`src/rtl/phase_sequencer.sv`:
```
// Four-phase instruction sequencer: a one-hot phase ring that drives the microinstruction
// decoder, plus the instruction register and program counter that the decoder updates.
module phase_sequencer (
  input  logic clk,
  input  logic rst,
  input  logic run,
  input  logic step,
  input  logic instr_in0,
  input  logic instr_in1,
  input  logic instr_in2,
  input  logic instr_in3,
  input  logic load_instr,
  input  logic prog_count,
  output logic phase0,
  output logic phase1,
  output logic phase2,
  output logic phase3,
  output logic instr0,
  output logic instr1,
  output logic instr2,
  output logic instr3,
  output logic pc0,
  output logic pc1,
  output logic pc2,
  output logic pc3,
  output logic running,
  output logic halted
);

  typedef enum logic [1:0] {IDLE, RUN, STEP, HALT} state_t;

  localparam logic [3:0] PH_NONE  = 4'b0000;
  localparam logic [3:0] PH_FIRST = 4'b0001;
  localparam logic [3:0] OP_HALT  = 4'b1111;

  state_t     state;
  logic [3:0] phase;
  logic [3:0] instr;
  logic [3:0] pc;
  logic [3:0] instr_in;

  assign instr_in = {instr_in3, instr_in2, instr_in1, instr_in0};

  // NOTE: every register below uses non-blocking assignments so all of them
  // update together from the values held before the edge.
  always_ff @(posedge clk or posedge rst) begin
    if (rst) begin
      state   <= IDLE;
      phase   <= PH_NONE;
      instr   <= 4'b0000;
      pc      <= 4'b0000;
      running <= 1'b0;
      halted  <= 1'b0;
    end else begin
      case (state)
        IDLE, HALT: begin
          if (run || step) begin
            state   <= run ? RUN : STEP;
            phase   <= PH_FIRST;
            running <= 1'b1;
            halted  <= 1'b0;
          end
        end
        RUN, STEP: begin
          if (load_instr) instr <= instr_in;
          if (prog_count) pc <= pc + 4'd1;
          // The halt test reads the instruction held before this edge.
          if (!$onehot(phase)) begin
            phase <= PH_FIRST;
          end else if (phase[3]) begin
            if (instr == OP_HALT) begin
              state   <= HALT;
              phase   <= PH_NONE;
              running <= 1'b0;
              halted  <= 1'b1;
            end else if (state == STEP || !run) begin
              state   <= IDLE;
              phase   <= PH_NONE;
              running <= 1'b0;
            end else begin
              phase <= PH_FIRST;
            end
          end else begin
            phase <= {phase[2:0], 1'b0};
          end
        end
        default: begin
          state   <= IDLE;
          phase   <= PH_NONE;
          running <= 1'b0;
          halted  <= 1'b0;
        end
      endcase
    end
  end

  assign {phase3, phase2, phase1, phase0} = phase;
  assign {instr3, instr2, instr1, instr0} = instr;
  assign {pc3, pc2, pc1, pc0}             = pc;

endmodule

```
`config.mk`:
```
export PLATFORM = sky130hd
export DESIGN_NAME = phase_sequencer
export DESIGN_NICKNAME = d
export VERILOG_FILES = /design/src/rtl/phase_sequencer.sv
export SDC_FILE = /design/constraint.sdc
export NUM_CORES = 1
export LEC_CHECK = 0
export CORE_MARGIN = 2
export CORE_UTILIZATION = 40
export DETAILED_ROUTE_END_ITERATION = 8
export PLACE_DENSITY = 0.69
export SKIP_CTS_REPAIR_TIMING = 1
export SYNTH_ARGS = -nofsm -noshare
export SYNTH_HDL_FRONTEND = slang
export SYNTH_SLANG_ARGS = --single-unit
```
`constraint.sdc`:
```
create_clock -name clk -period 2.35 [get_ports clk]
set_input_delay 0.47 -clock clk [delete_from_list [all_inputs] [get_ports clk]]
set_output_delay 0.47 -clock clk [all_outputs]
set_load 0.01 [all_outputs]
```
==> results of run 1 <==
-- state kept, by name, indices dropped and copies added (netlist names) --
signal,flops
halted,1
instr,4
pc,4
phase,4
running,1
state,2
-- through the flow --
stage          utilization  std cells  instance area, um2  setup TNS, ns  setup WS, ns
2_1_floorplan            -         64               770.7        -0.1465      -0.07201
3_3_place_gp        0.6129        117                1070      -0.001383     -0.001383
5_1_grt             0.6452        122                1126        -0.5309       -0.1417
3_5_place_dp        0.6129        117                1070       -0.06031      -0.03232
6_report            0.6452        122                1126        -0.2190      -0.09202
4_1_cts             0.6337        121                1106        -0.1429      -0.04911
-- cell usage after synthesis --
cell       n
ha_1       4
or3_4      1
o21ai_1    2
o311ai_1   1
dfrtp_1   16
nor3_1     1
nand2_1    4
nor2b_1    1
xnor2_1    2
nor2_1     3
fa_1       1
inv_1      8
a22o_1     2
o21ai_0    2
and2b_2    2
o21a_1     1
nor3b_1    1
mux2_2     5
a21oi_1    1
a31oi_1    1
xor2_1     1
nand4_1    2
a211oi_1   1
or4b_4     1
-- power by group through the flow --
stage | clock [mW] | sequential [mW] | combinational [mW]
after global routing | 0.195 | 0.504 | 0.993
after CTS | 0.185 | 0.489 | 0.852
after global placement | 0 | 0.492 | 0.832
after floorplan | 0 | 0.532 | 0.438
after detailed placement | 0 | 0.494 | 0.848
final | 0.184 | 0.488 | 0.902
-- layout make-up --
cell class,instances,share of cell area
clock buffer,4,0.03222
inverter,8,0.02667
multi-input combinational,40,0.3133
sequential,16,0.3556
tap,25,0.02778
timing repair buffer,29,0.2444
-- critical path, delay by kind of cell (launching register included) --
kind | cells | cell delay, ns
AOI/OAI and AO/OA | 1 | 0.10
adders and majority gates | 3 | 0.89
buffers and inverters | 3 | 0.27
DFF | 1 | 0.37
and+or+nand+nor | 2 | 0.70
-- cell families (layout without fill, tap and decap cells) --
| logic type | Yosys count | after routing | share of synthesized area |
|---|---|---|---|
| mux | 5 | 5 | 0.07450 |
| compound gates | 11 | 11 | 0.09604 |
| buf+inv | 8 | 41 | 0.03974 |
| simple gates | 16 | 16 | 0.1324 |
| xor+xnor | 3 | 3 | 0.03477 |
| flops | 16 | 16 | 0.5298 |
| fa+ha+maj | 5 | 5 | 0.09272 |
-- per-layer routing --
metal  part of all wire  vias up  track usage
met5                  0        -            0
met4              0.012        0      0.08333
met2               0.50       19       0.2135
li1                   -      289            -
met1               0.44      285       0.1905
met3              0.041        2      0.02642
-- cells in the final DEF (no fill, tap or decap), types with 2 or more instances in the layout --
master,instances
dfrtp_1,16
inv_2,2
clkbuf_4,3
a22o_1,2
clkdlybuf4s50_1,23
inv_1,6
ha_1,2
nand4_1,2
buf_4,6
o21ai_1,3
xnor2_1,2
and2b_2,2
mux2_2,5
nor2_1,2
nand2_1,4
-- path summary, 6_finish.rpt --
check	to	slack (ns)
setup reg to reg	state[1]	-0.09
hold / removal	pc[3]	0.48
setup / recovery	state[1]	-0.09
max in group asynchronous	phase[2]	1.42
hold reg to reg	pc[3]	0.48
min in group asynchronous	pc[2]	0.55
==> flow_summary.json, run 1 <==
{
  "die_h_um": 47.47,
  "regToRegStartpoint": "phase[0]",
  "peakVddDrop_v": 0.0006943,
  "grt_pass1_wl_um": 2180,
  "gp_congestion": 0.8118,
  "hold_viol": 0,
  "period_share": 1.039,
  "fin_hold_ws_ns": 0.4792,
  "clk_latency_ns": 0.28,
  "yosysTopAreaCell": "dfrtp_1",
  "syn_to_final_growth_pct": 49.01,
  "cts_tree": "built",
  "drive_above_1_share": 0.2577,
  "cts.root.buffer_cell": "clkbuf_4",
  "min_path_cells": 1,
  "ys_seq_area_frac": 0.5298,
  "htree_num_levels": 1,
  "multi_input_area_um2": 352.8,
  "worstSetupPathType": "flop to flop",
  "worst_ep_required_time_ns": 2.52,
  "p_int_mw": 0.9969,
  "ant_nets": 0,
  "syn_inst": 64,
  "cts_buffers": 3,
  "ys_warn_count": 0,
  "slew_headroom": 0.6081,
  "violations": "setup timing",
  "drc": 0,
  "routed_via_density": 4.877,
  "p_sw_frac": 0.3667,
  "period_needed_ns": 2.442,
  "rows": 15,
  "slowest_delay_ns": 0.52,
  "first_pass_iters": 4,
  "r2r_cells": 9,
  "track_usage": 0.1420,
  "nets": 113,
  "clock.fmax_mhz": 409.5,
  "routed_wl_um": 1614,
  "register_area_um2": 400.4,
  "grt_overflow": 0,
  "cp_slowest_cell": "fa_1",
  "crit_arrival_ns": 2.62,
  "dr_total_vias": 595,
  "io_pins": 24,
  "rsz0062_at_grt": "true",
  "antenna_found_initial": 0,
  "wl_per_cell_um": 13.23,
  "synthesis.nets": 79,
  "p_sw_mw": 0.5773,
  "leakage_nw": 0.4807,
  "holdCritStartpoint": "pc[3]",
  "path_clk_slew_ns": 0.10,
  "crit_chain": "inv_2 > fa_1 > inv_1 > ha_2 > ha_4 > or4b_4 > buf_4 > nor3_1 > o21ai_1",
  "ctsLongestPathBuffers": 2,
  "slew_violations": 0,
  "synth_top_area_share": 0.5298,
  "max_slew.worst_pin.slew_ns": 0.5873,
  "coreArea_mm2": 0.001745,
  "antenna_cells": 0,
  "hpwl_um": 1171,
  "synth_cell_types": 24,
  "drt-initial-drc-count": 8,
  "start_util": 0.4330,
  "syn_avg_cell_area_um2": 11.81,
  "grt_pass1_vias": 527,
  "hold_path.class": "flop to flop",
  "synth.area.top_cells": "dfrtp_1, mux2_2, ha_1",
  "combPwrFrac": 0.573,
  "path_max_fanout": 4,
  "status": "finished with violations",
  "synth_area_um2": 755.7,
  "setup_viol_count_final": 4,
  "worstSetupStartpoint": "phase[0]",
  "grt_max_degree": 17,
  "power_density_mw_per_mm2": 1398,
  "cap_violations": 0,
  "nFillCells": 149,
  "final_critical_path_setup_slack_ns": -0.09202,
  "pwr-share-seq": 0.310,
  "die_w_um": 47.47,
  "die_area_mm2": 0.002253,
  "endpoint_kind": "flop",
  "startpoint_type": "flop",
  "skew_ns": 0.001083,
  "pwr-share-clk": 0.117,
  "clock-sinks": 16,
  "p_total_mw": 1.574,
  "portBuffers": 23,
  "ys_ff_latch": 16
}
Power figures use the tool's default switching activity.
==> run 2, diff against run 1 <==
- SLEW_MARGIN: not set -> 30
==> results of run 2 <==
Final layout, timing and power as in run 1 (identical DEF).
==> run 3, diff against run 2 <==
- SETUP_SLACK_MARGIN: not set -> 0.5
==> run 3 against run 2 <==
Effect of this change: clock power fell by 3%; sequential power barely moved; sequential share of layout area fell by 0.20 points; clock-buffer cell count did not move; register-to-register slack barely moved; setup slack improved by 0.014 ns; total power rose by 0.16%; the run still ends with setup timing left; die area did not move.
==> flow_summary.json, run 3 (synthesized netlist as in run 1, its figures left out) <==
{
  "status": "finished with violations",
  "violations": "setup timing",
  "clock-sinks": 16,
  "pwr-share-clk": 0.113,
  "htree_num_levels": 1,
  "skew_ns": 0.002013,
  "r2r_end": "state[0]",
  "routed_via_density": 4.851,
  "grt_pass1_wl_um": 2442,
  "rrSetupSlack_ns": -0.08,
  "dp_cells": 117,
  "peakVddDrop_v": 0.0006646,
  "layout_commonest_cell": "clkdlybuf4s50_1",
  "final_cells": 121,
  "cts_buffers": 3,
  "worstSetupPathType": "flop to flop",
  "ctsLongestPathBuffers": 2,
  "start_util": 0.4330,
  "max_slew.worst_pin.slew_ns": 0.5845,
  "hold_path.class": "flop to flop",
  "die_h_um": 47.47,
  "design_area_mm2": 0.001132,
  "drive_above_1_share": 0.2708,
  "path_clk_slew_ns": 0.09,
  "cap_violations": 0,
  "path_max_fanout": 4,
  "p_sw_frac": 0.3677,
  "drt-initial-drc-count": 8,
  "p_sw_mw": 0.5798,
  "utilization": 0.6487,
  "p_int_mw": 0.9970,
  "syn_to_final_growth_pct": 49.83,
  "clk_latency_ns": 0.28,
  "dr_total_vias": 587,
  "crit_arrival_ns": 2.61,
  "rsz0062_at_grt": "true",
  "io_pins": 24,
  "period_share": 1.033,
  "cp_slowest_cell": "fa_1",
  "crit_chain": "inv_2 > fa_1 > inv_1 > ha_2 > ha_4 > or4b_4 > or3_4 > o311ai_2",
  "portBuffers": 23,
  "drc": 0,
  "period_needed_ns": 2.428,
  "slew_violations": 0,
  "combPwrFrac": 0.576,
  "first_pass_iters": 4,
  "nets": 112,
  "largest_registers": "instr: 4 flops, pc: 4 flops, phase: 4 flops",
  "final_cell_mix": "clkdlybuf4s50_1, dfrtp_1, inv_1",
  "startpoint_type": "flop",
  "wl_per_cell_um": 13.07,
  "die_area_mm2": 0.002253,
  "grt_max_degree": 17,
  "setup_viol_count_final": 5,
  "clock.fmax_mhz": 411.8,
  "whs_endpoint": "pc[3]",
  "cts.root.buffer_cell": "clkbuf_4",
  "coreArea_mm2": 0.001745,
  "slowest_delay_ns": 0.53,
  "die_w_um": 47.47,
  "worst_ep_required_time_ns": 2.53,
  "endpoint_kind": "flop",
  "antenna_found_initial": 0,
  "rows": 15,
  "min_path_cells": 1,
  "cts_tree": "built",
  "placed_cell_area_mm2": 0.001070,
  "holdCritStartpoint": "pc[3]",
  "grt_pass1_vias": 563,
  "slew_headroom": 0.6099,
  "gp_congestion": 0.8263,
  "r2r_cells": 8,
  "routed_wl_um": 1582,
  "hold_viol": 0,
  "leakage_nw": 0.4984,
  "final_critical_path_setup_slack_ns": -0.07823,
  "grt_overflow": 0,
  "antenna_cells": 0,
  "hpwl_um": 1169,
  "track_usage": 0.1631,
  "pwr-share-seq": 0.311,
  "ant_nets": 0,
  "power_density_mw_per_mm2": 1392,
  "regToRegStartpoint": "phase[0]"
}
run 3: layout make-up:
cell class / instances / area, um2
clock buffers: 4 / 36.28
fillers: 141 / 613.1
inverters: 8 / 30.03
multi-input cells: 40 / 364.1
flip-flops and latches: 16 / 400.4
well taps: 25 / 31.28
repair buffers: 28 / 270.3
run 3: critical path: cells and delay by family (launching register included):
| kind | cells | cell delay [ns] |
|---|---|---|
| fa+ha+maj | 3 | 0.90 |
| simple gates | 2 | 0.87 |
| flops | 1 | 0.37 |
| buf+inv | 2 | 0.09 |
| compound gates | 1 | 0.09 |
run 3: layer usage:
metal / up-vias / track usage / share of wire
li1: 287 / - / -
met1: 284 / 0.2174 / 0.46
met2: 14 / 0.2351 / 0.50
met3: 2 / 0.03774 / 0.033
met4: 0 / 0.1111 / 0.012
met5: - / 0 / 0
run 3: metrics by stage:
step / TNS [ns] / power, mW / setup WS [ns] / hold slack, ns
after floorplan: -0.1465 / 0.9708 / -0.07201 / 0.3837
after global placement: 0 / 1.325 / 0.002304 / 0.4641
after detailed placement: -0.2548 / 1.346 / -0.09938 / 0.4773
after CTS: -0.2954 / 1.531 / -0.09701 / 0.4903
after global routing: -0.8157 / 1.716 / -0.1704 / 0.5184
final: -0.2102 / 1.577 / -0.07823 / 0.4771
run 3: power groups by stage:
stage | Clock (mW) | Combinational, mW | Sequential (mW)
5_1_grt | 0.200 | 1.01 | 0.503
2_1_floorplan | 0 | 0.438 | 0.532
6_report | 0.178 | 0.908 | 0.491
3_3_place_gp | 0 | 0.833 | 0.492
3_5_place_dp | 0 | 0.848 | 0.498
4_1_cts | 0.183 | 0.855 | 0.492
run 3: worst max path at each step:
stage,from,endpoint,cells past startpoint
6_report,phase[0],state[0],8
5_1_grt,phase[0],state[0],8
4_1_cts,phase[0],state[0],8
3_5_place_dp,phase[0],state[0],8
3_3_place_gp,phase[0],state[0],8
2_1_floorplan,phase[3],state[0],8
